**config.mk**
```make
export PLATFORM = sky130hd
export DESIGN_NAME = pll_lock_sequencer
export DESIGN_NICKNAME = d
export VERILOG_FILES = /design/src/rtl/pll_seq_pkg.sv /design/src/rtl/pll_lock_sync.sv /design/src/rtl/pll_lock_sequencer.sv
export SDC_FILE = /design/constraint.sdc
export NUM_CORES = 1
export LEC_CHECK = 0
export ABC_AREA = 1
export CORE_MARGIN = 2
export CORE_UTILIZATION = 28
export DETAILED_ROUTE_END_ITERATION = 10
export GPL_TIMING_DRIVEN = 0
export HOLD_SLACK_MARGIN = 0.1
export PLACE_DENSITY = 0.53
export SKIP_LAST_GASP = 1
export SLEW_MARGIN = 20
export SYNTH_ARGS = -nofsm -noshare
export SYNTH_HDL_FRONTEND = slang
export SYNTH_HIERARCHICAL = 1
export SYNTH_SLANG_ARGS = --single-unit
```
**constraint.sdc**
```tcl
create_clock -name i_clk -period 3.7 [get_ports i_clk]
set_input_delay 0.37 -clock i_clk [delete_from_list [all_inputs] [get_ports i_clk]]
set_output_delay 0.37 -clock i_clk [all_outputs]
set_load 0.05 [all_outputs]
```
**src/rtl/pll_seq_pkg.sv**
```systemverilog
// Shared definitions for the PLL lock sequencer: state encodings, field widths
// and the sizing rule for the shared cycle counter.
package pll_seq_pkg;

    localparam int STATE_W     = 3;
    localparam int RELOCK_W    = 8;
    localparam int RETRY_W     = 4;
    localparam int SYNC_STAGES = 2;

    typedef enum logic [STATE_W-1:0] {
        ST_PLL_RST   = 3'd0,
        ST_WAIT_LOCK = 3'd1,
        ST_STABLE    = 3'd2,
        ST_RUN       = 3'd3,
        ST_FAIL      = 3'd4
    } state_e;

    // Wide enough to reach the largest terminal count; never narrower than one bit.
    function automatic int cnt_width(input int a, input int b, input int c);
        int m;
        m = a;
        if (b > m) m = b;
        if (c > m) m = c;
        return (m > 1) ? $clog2(m) : 1;
    endfunction

endpackage

```
**src/rtl/pll_lock_sync.sv**
```systemverilog
// N-flop synchroniser used to bring the asynchronous PLL LOCK into the
// reference-clock domain; all stages clear to zero on reset.
module pll_lock_sync #(
    parameter int N = 2
) (
    input  logic i_clk,
    input  logic i_rst,
    input  logic i_d,
    output logic o_q
);

    logic [N-1:0] stages;

    always_ff @(posedge i_clk) begin
        if (i_rst) begin
            stages <= '0;
        end else begin
            stages <= {stages[N-2:0], i_d};
        end
    end

    assign o_q = stages[N-1];

endmodule

```
**src/rtl/pll_lock_sequencer.sv**
```systemverilog
// Drives the PLL reset, qualifies a stable LOCK before releasing the core reset,
// re-locks after lock loss with bounded retries and counts relock events.
module pll_lock_sequencer
    import pll_seq_pkg::*;
#(
    parameter int unsigned RST_CYCLES    = 16,
    parameter int unsigned LOCK_TIMEOUT  = 65536,
    parameter int unsigned STABLE_CYCLES = 1024,
    parameter int unsigned MAX_RETRIES   = 7
) (
    input  logic                i_clk,
    input  logic                i_rst,
    input  logic                i_locked,
    input  logic                i_force,
    output logic                o_pll_rst,
    output logic                o_sys_rst,
    output logic                o_ready,
    output logic                o_fail,
    output logic [RELOCK_W-1:0] o_relock_cnt,
    output logic [STATE_W-1:0]  o_state
);

    localparam int CW = cnt_width(int'(RST_CYCLES), int'(LOCK_TIMEOUT), int'(STABLE_CYCLES));

    localparam logic [CW-1:0]      RST_LAST    = CW'(RST_CYCLES - 1);
    localparam logic [CW-1:0]      TIMEOUT_LAST = CW'(LOCK_TIMEOUT - 1);
    localparam logic [CW-1:0]      STABLE_LAST = CW'(STABLE_CYCLES - 1);
    localparam logic [RETRY_W-1:0] RETRY_LIMIT = RETRY_W'(MAX_RETRIES);

    state_e                state, state_nx;
    logic [CW-1:0]         cnt;
    logic [RETRY_W-1:0]    retries, retries_nx, retries_inc;
    logic [RELOCK_W-1:0]   relock, relock_nx;
    logic                  lock_s;

    pll_lock_sync #(.N(SYNC_STAGES)) u_lock_sync (
        .i_clk (i_clk),
        .i_rst (i_rst),
        .i_d   (i_locked),
        .o_q   (lock_s)
    );

    always_comb begin
        // NOTE: every signal written here gets a default first, so no path can infer a latch.
        state_nx    = state;
        retries_nx  = retries;
        relock_nx   = relock;
        retries_inc = retries + 1'b1;

        case (state)
            ST_PLL_RST: begin
                if (cnt == RST_LAST) state_nx = ST_WAIT_LOCK;
            end
            ST_WAIT_LOCK: begin
                // A lock arriving on the timeout cycle takes priority over the retry.
                if (lock_s) begin
                    state_nx = ST_STABLE;
                end else if (cnt == TIMEOUT_LAST) begin
                    retries_nx = retries_inc;
                    state_nx   = (retries_inc == RETRY_LIMIT) ? ST_FAIL : ST_PLL_RST;
                end
            end
            ST_STABLE: begin
                if (!lock_s) begin
                    state_nx = ST_WAIT_LOCK;
                end else if (cnt == STABLE_LAST) begin
                    state_nx   = ST_RUN;
                    retries_nx = '0;
                end
            end
            ST_RUN: begin
                if (!lock_s) begin
                    state_nx = ST_PLL_RST;
                    if (relock != '1) relock_nx = relock + 1'b1;
                end
            end
            ST_FAIL: begin
                state_nx = ST_FAIL;
            end
            default: begin
                state_nx = ST_PLL_RST;
            end
        endcase

        // A force overrides every other transition, including FAIL entry; the
        // relock count update above is kept.
        if (i_force && state != ST_PLL_RST) begin
            state_nx   = ST_PLL_RST;
            retries_nx = '0;
        end
    end

    always_ff @(posedge i_clk) begin
        // NOTE: sequential state uses non-blocking assignments so every register samples pre-edge values.
        if (i_rst) begin
            state     <= ST_PLL_RST;
            cnt       <= '0;
            retries   <= '0;
            relock    <= '0;
            o_pll_rst <= 1'b1;
            o_sys_rst <= 1'b1;
            o_ready   <= 1'b0;
            o_fail    <= 1'b0;
        end else begin
            state     <= state_nx;
            cnt       <= (state_nx != state) ? '0 : cnt + 1'b1;
            retries   <= retries_nx;
            relock    <= relock_nx;
            // Outputs are decoded from the next state so they line up with the state register.
            o_pll_rst <= (state_nx == ST_PLL_RST) || (state_nx == ST_FAIL);
            o_sys_rst <= (state_nx != ST_RUN);
            o_ready   <= (state_nx == ST_RUN);
            o_fail    <= (state_nx == ST_FAIL);
        end
    end

    assign o_relock_cnt = relock;
    assign o_state      = state;

endmodule
```
======== Word-level counts from Yosys, hierarchy flattened ========
Cells that the tools add are included.
cells by class
  bitwise logic cells ..................... 1
  add/sub/neg operators ................... 3
  reductions and logical operators ........ 10
  equality and inequality tests ........... 17
  muxes and demuxes ....................... 14
operator list
  cell                   number
  $mux 3                 8
  $add 16x1->16 const B  1
  $eq 16x10->1 const B   1
  $eq 16x16->1 const B   1
  $eq 16x4->1 const B    1
  $mux 4                 4
  $pmux 3 s5             1
  $eq 3x2->1 const B     3
  $add 8x1->8 const B    1
  $ne 8x8->1 const B     1
  $pmux 4 s2             1
  $eq 3x3->1 const B     2
  $logic_not 3->1        2
  $ne 2x2->1 const B     3
  $reduce_and 5->1       1
  $add 4x1->4 const B    1
  $eq 4x3->1 const B     1
  $reduce_or 2->1        2
  $eq 3x1->1 const B     1
  $ne 3x2->1 const B     1
  $ne 3x3->1             1
  $reduce_and 3->1       1
  $reduce_bool 3->1      1
  $ne 2x1->1 const B     1
  4 further kinds        4
word-level totals
  register bits after elaboration ......... 37

======== Logic depth before layout (Yosys ltp) ========
  depth after elaboration ................. 9
  gate-level depth with buffers ........... 14

======== Modules after synthesis ========
Netlist, hierarchy kept.
by module, submodules not included
  module              area each (sq um)  times used  cells an instance  sequential area each (sq um)
  pll_lock_sequencer  1856.8             1           233                700.7
  pll_lock_sync       55.1               1           6                  40.0

======== Worst setup path before layout ========
No wires, ideal clock.
  kind .................................... register to register
  start point ............................. register state[0] (netlist: o_state[0])
  end point ............................... register cnt[15]
  path slack .............................. 1815 ps
  data required time ...................... 3579 ps
  buffers on the path ..................... 1
  clock period less this slack ............ 1885 ps
  stages on the path, launching flop included .. 13
  arrival time ............................ 1764 ps
  path through ............................ dfxtp_1 -> nand3_2 -> nor2_2 -> nand2_1 -> nor2_1 -> nand2_1 -> nand2_1 -> nand2_1 -> nand2_1 -> nand2_2 -> nand3_4 -> buf_12 -> nor2_4
between the ends
  cells in the longest elaborated chain, start to end .. 6
  elaborated cells on any way between the ends .. 17
  those cells by class .................... eq/ne: 5; mux: 8; reduce/logical: 4
RTL lines
  item                                  line                                                text
  from (decl)                           pll_lock_sequencer.sv:30                            state_e state, state_nx;
  from (signal assigned)                pll_lock_sequencer.sv:105                           state <= state_nx;
  $mux 3, on equally long branches      pll_lock_sequencer.sv:66, pll_lock_sequencer.sv:58
  $mux 3, on equally long branches      pll_lock_sequencer.sv:64, pll_lock_sequencer.sv:56
  $pmux 3 s5                            pll_lock_sequencer.sv:50                            case (state)
  $mux 3                                pll_lock_sequencer.sv:87                            if (i_force && state != ST_PLL_RST) begin
  $ne 3x3->1 (*)                        pll_lock_sequencer.sv:106                           cnt <= (state_nx != state) ? '0 : cnt + 1'b1;
  $reduce_or 2->1 (no source line) (*)  -
  to (signal assigned)                  pll_lock_sequencer.sv:106
  to (decl)                             pll_lock_sequencer.sv:31                            logic [CW-1:0] cnt;
Mark *: on every way between the ends. The rest lies on a longest branch, timed or not.
A chain may end at the register's enable or synchronous reset.

======== Final worst setup path ========
  start point ............................. register state[0] (netlist: o_state[0])
  end point ............................... output o_state[0]
RTL lines
  item       line                      text
  to (decl)  pll_lock_sequencer.sv:20  output logic [STATE_W-1:0] o_state
No word-level cell between the ends.

==> flow_metrics.tcl <==
set metrics [dict create \
    core.rowCount 30 \
    dp_cells 337 \
    h_tree_level_count 2 \
    grt_antenna_before_repair 0 \
    fin_worst_hold_slack_ns 0.405 \
    die-area_um2 7500 \
    grt_first_pass_wirelength_um 6310 \
    r2r_start "cnt[0]" \
    start_util_pct 28.6 \
    cts_post_setup_buffers_inserted 0 \
    final.period_utilization_pct 54.7 \
    cts.clk_slew.worst_paths_ns 0.07 \
    crit_arrival_ns 1.65 \
    grt_max_degree 11 \
    finish.cell_count_without_fillers 344 \
    drive_above_1_share_pct 18.2 \
    drt-pass1-iter-count 4 \
    cts-resized-gates 0 \
    power.net_switching_mw 0.153 \
    cp_peak_stage_delay_ns 0.88 \
    power_per_cell_area_nw_per_um2 314 \
    cts_made_buffers 5 \
    cpLargestDelayFamily "buffers and inverters" \
    fp.dieH_um 86.6 \
    place.gp.congestion 0.726 \
    timing.critical_path.fanout_max 7 \
    avgViaCountPerCell 4.31 \
    totalPowerFinal_mw 0.714 \
    end_kind "output port" \
    route.detailed.drc 0 \
    worst_hold_path.num_cells 2 \
    vias 1483 \
    detailed_place_hpwl_um 2670 \
    number_of_sinks_driven_by_the_clock_tree 37 \
    clock_path_buffers 2 \
    total_leakage_power_nw 0.932 \
    finClkSkew_ns 0.00408 \
    critical_path.cell_chain "clkdlybuf4s50_1" \
    avg_inst_size_synth_um2 8.00 \
    timing.critical_path.required_ns 3.33 \
    timing_hold_violations_final 0 \
    hold_class "flip-flop to flip-flop" \
    grt_usage_pct 10.3 \
    max_cap_viol_count 0 \
    report.final.slew_viol_count 0 \
    postRouteAntennaNets 0 \
    nNetsFinal 272 \
    max_freq_ghz 0.494 \
    switching_share_pct 21.4 \
    min_to "u_lock_sync/stages[1]" \
    internal-power_mw 0.561 \
    reg2reg_depth 13 \
    synth_area_um2 1910 \
    combinationalPowerShare_pct 3.7 \
    core_area_um2 6680 \
    worst_ir_drop_vdd_v 0.000160 \
    clock_tree.root_cell "sky130_fd_sc_hd__clkbuf_8" \
    worst_r2r_endpoint "cnt[12]" \
    startpoint_type "flip-flop" \
    holdBufCountCts 0 \
    final_core_util_pct 34.1 \
    port_buffers 18 \
    worst_skew_pair.late_latency_ns 0.28 \
    period_needed_ns 2.02 \
    max_slew.worst_pin.slew_ns 0.518 \
    postSynthNetCount 247 \
    fill_cells 722 \
    syn2layout_area_growth_pct 19.2 \
    first_global_vias 1423 \
    critPathKind "flip-flop to output port" \
    io_pins 19 \
    rrSetupSlack_ns 1.77 \
    synthesis.yosys.warnings 6 \
    hold_start "u_lock_sync/stages[0]" \
    worst_slew_margin_pct 65.4 \
    path_buf_inv 1 \
    setup_viol 0 \
    die_width_um 86.6 \
    seq_power_share_pct 56.9 \
    grt_setup_unrepaired "false" \
    ys_ff_latch 37 \
    fin_setup_tns_ns 0 \
    post_synth_inst_count 239 \
    clockPowerShare_pct 39.4 \
    drt_first_iter_violations 34 \
    grt_remaining_overflow 0 \
    antenna-diode-count 0 \
    cts_tree "yes" \
    yosys.cell_types.count 29 \
    seq_area_frac_synth_pct 38.7 \
    run_status "finished, final reports clean" \
    critPathSlowestCell "sky130_fd_sc_hd__clkdlybuf4s50_1" \
    avg_wl_per_cell_um 9.89 \
    wirelength_um 3400 \
]
-- logic make-up after synthesis --
family / after synthesis / share of synthesized area [%]
buffers and inverters: 37 / 8.12
XOR/XNOR: 16 / 7.33
AO/OA/AOI/OAI: 20 / 6.35
AND/OR/NAND/NOR: 122 / 35.3
adder cells (fa/ha/maj): 4 / 2.62
flip-flops: 37 / 38.7
multiplexers: 3 / 1.57
-- state kept, by name (all words and copies together) (netlist names) --
signal and count:
o_state 3, o_ready 1, o_sys_rst 1, cnt 16
o_relock_cnt 8, u_lock_sync/stages 2, o_fail 1, o_pll_rst 1
retries 4
-- worst max path at each step --
| stage | slack [ns] | start | cells past startpoint | to |
|---|---|---|---|---|
| global route | 1.54 | cnt[0] | 13 | cnt[12] |
| global placement | 1.68 | i_rst | 7 | cnt[1] |
| detailed placement | 1.70 | i_rst | 7 | cnt[13] |
| CTS | 1.66 | o_state[0] | 1 | o_state[0] |
| finish | 1.68 | o_state[0] | 1 | o_state[0] |
| floorplan | 1.82 | o_state[0] | 12 | cnt[15] |
-- placed cells by master, fill, tap and decap left out --
| master | count |
|---|---|
| sky130_fd_sc_hd__a211oi_1 | 2 |
| sky130_fd_sc_hd__a21oi_1 | 8 |
| sky130_fd_sc_hd__a21oi_2 | 2 |
| sky130_fd_sc_hd__buf_12 | 1 |
| sky130_fd_sc_hd__clkbuf_1 | 1 |
| sky130_fd_sc_hd__clkbuf_8 | 6 |
| sky130_fd_sc_hd__clkdlybuf4s50_1 | 18 |
| sky130_fd_sc_hd__dfxtp_1 | 37 |
| sky130_fd_sc_hd__ha_1 | 4 |
| sky130_fd_sc_hd__inv_1 | 31 |
| sky130_fd_sc_hd__inv_2 | 5 |
| sky130_fd_sc_hd__mux2i_1 | 3 |
| sky130_fd_sc_hd__nand2_1 | 34 |
| sky130_fd_sc_hd__nand2_2 | 6 |
| sky130_fd_sc_hd__nand2_4 | 1 |
| sky130_fd_sc_hd__nand3_1 | 10 |
| sky130_fd_sc_hd__nand3_2 | 5 |
| sky130_fd_sc_hd__nand3_4 | 1 |
| sky130_fd_sc_hd__nand4_1 | 2 |
| sky130_fd_sc_hd__nand4_2 | 1 |
| sky130_fd_sc_hd__nor2_1 | 38 |
| sky130_fd_sc_hd__nor2_2 | 5 |
| sky130_fd_sc_hd__nor2_4 | 11 |
| sky130_fd_sc_hd__nor3_1 | 5 |
| sky130_fd_sc_hd__nor3_2 | 1 |
| sky130_fd_sc_hd__nor3_4 | 1 |
| sky130_fd_sc_hd__o211ai_1 | 1 |
| sky130_fd_sc_hd__o21ai_0 | 6 |
| sky130_fd_sc_hd__o221a_2 | 1 |
| sky130_fd_sc_hd__or2_2 | 1 |
| sky130_fd_sc_hd__xnor2_1 | 6 |
| sky130_fd_sc_hd__xor2_1 | 10 |
-- metrics by stage --
step,worst slack (ns),cell area [um2]
2_1_floorplan,1.82,1910
3_3_place_gp,1.68,2190
3_5_place_dp,1.70,2190
4_1_cts,1.66,2280
5_1_grt,1.54,2280
6_report,1.68,2280
-- layer usage --
| metal | share of wire (%) | global-route usage [%] | up-vias |
|---|---|---|---|
| met5 | 0 | 0 | - |
| met4 | 1.6 | 3.84 | 0 |
| met3 | 2.6 | 2.38 | 4 |
| met2 | 43 | 15.9 | 15 |
| met1 | 53 | 14.0 | 661 |
| li1 | - | - | 803 |
-- area by class of cell --
cell class / instances / area (um2) / share of cell area, %
Inverter: 36 / 135 / 5.93
Tap cell: 80 / 100 / 4.39
Timing Repair Buffer: 18 / 180 / 7.91
Sequential cell: 37 / 741 / 32.5
Clock buffer: 7 / 86.3 / 3.79
Multi-Input combinational cell: 165 / 1020 / 44.6
Buffer: 1 / 20.0 / 0.879
-- Yosys cell counts --
master	count	area [um2]
sky130_fd_sc_hd__inv_2	5	18.8
sky130_fd_sc_hd__ha_1	4	50.1
sky130_fd_sc_hd__inv_1	31	116
sky130_fd_sc_hd__nand3_2	5	50.1
sky130_fd_sc_hd__xnor2_1	6	52.6
sky130_fd_sc_hd__nor2_4	11	124
sky130_fd_sc_hd__nor3_1	5	25.0
sky130_fd_sc_hd__nand4_2	1	12.5
sky130_fd_sc_hd__a211oi_1	2	15.0
sky130_fd_sc_hd__o21ai_0	6	30.0
sky130_fd_sc_hd__mux2i_1	3	30.0
sky130_fd_sc_hd__nor2_1	38	143
sky130_fd_sc_hd__nor2_2	5	31.3
sky130_fd_sc_hd__nor3_2	1	10.0
sky130_fd_sc_hd__a21oi_1	8	40.0
sky130_fd_sc_hd__xor2_1	10	87.6
sky130_fd_sc_hd__a21oi_2	2	17.5
sky130_fd_sc_hd__nor3_4	1	16.3
sky130_fd_sc_hd__nand3_4	1	17.5
sky130_fd_sc_hd__nand2_1	34	128
sky130_fd_sc_hd__nand2_2	6	37.5
sky130_fd_sc_hd__o221a_2	1	11.3
sky130_fd_sc_hd__or2_2	1	6.26
sky130_fd_sc_hd__buf_12	1	20.0
sky130_fd_sc_hd__nand2_4	1	11.3
sky130_fd_sc_hd__nand3_1	10	50.1
sky130_fd_sc_hd__dfxtp_1	37	741
sky130_fd_sc_hd__nand4_1	2	12.5
sky130_fd_sc_hd__o211ai_1	1	7.51
-- power by group through the flow --
stage	clock network [mW]	registers [mW]	logic, mW
after global routing	0.310	0.407	0.0297
after floorplan	0	0.415	0.0198
after global placement	0	0.415	0.0272
final	0.281	0.406	0.0267
after detailed placement	0	0.416	0.0274
after CTS	0.293	0.406	0.0274
No activity file was read; power rests on OpenSTA's default activity.
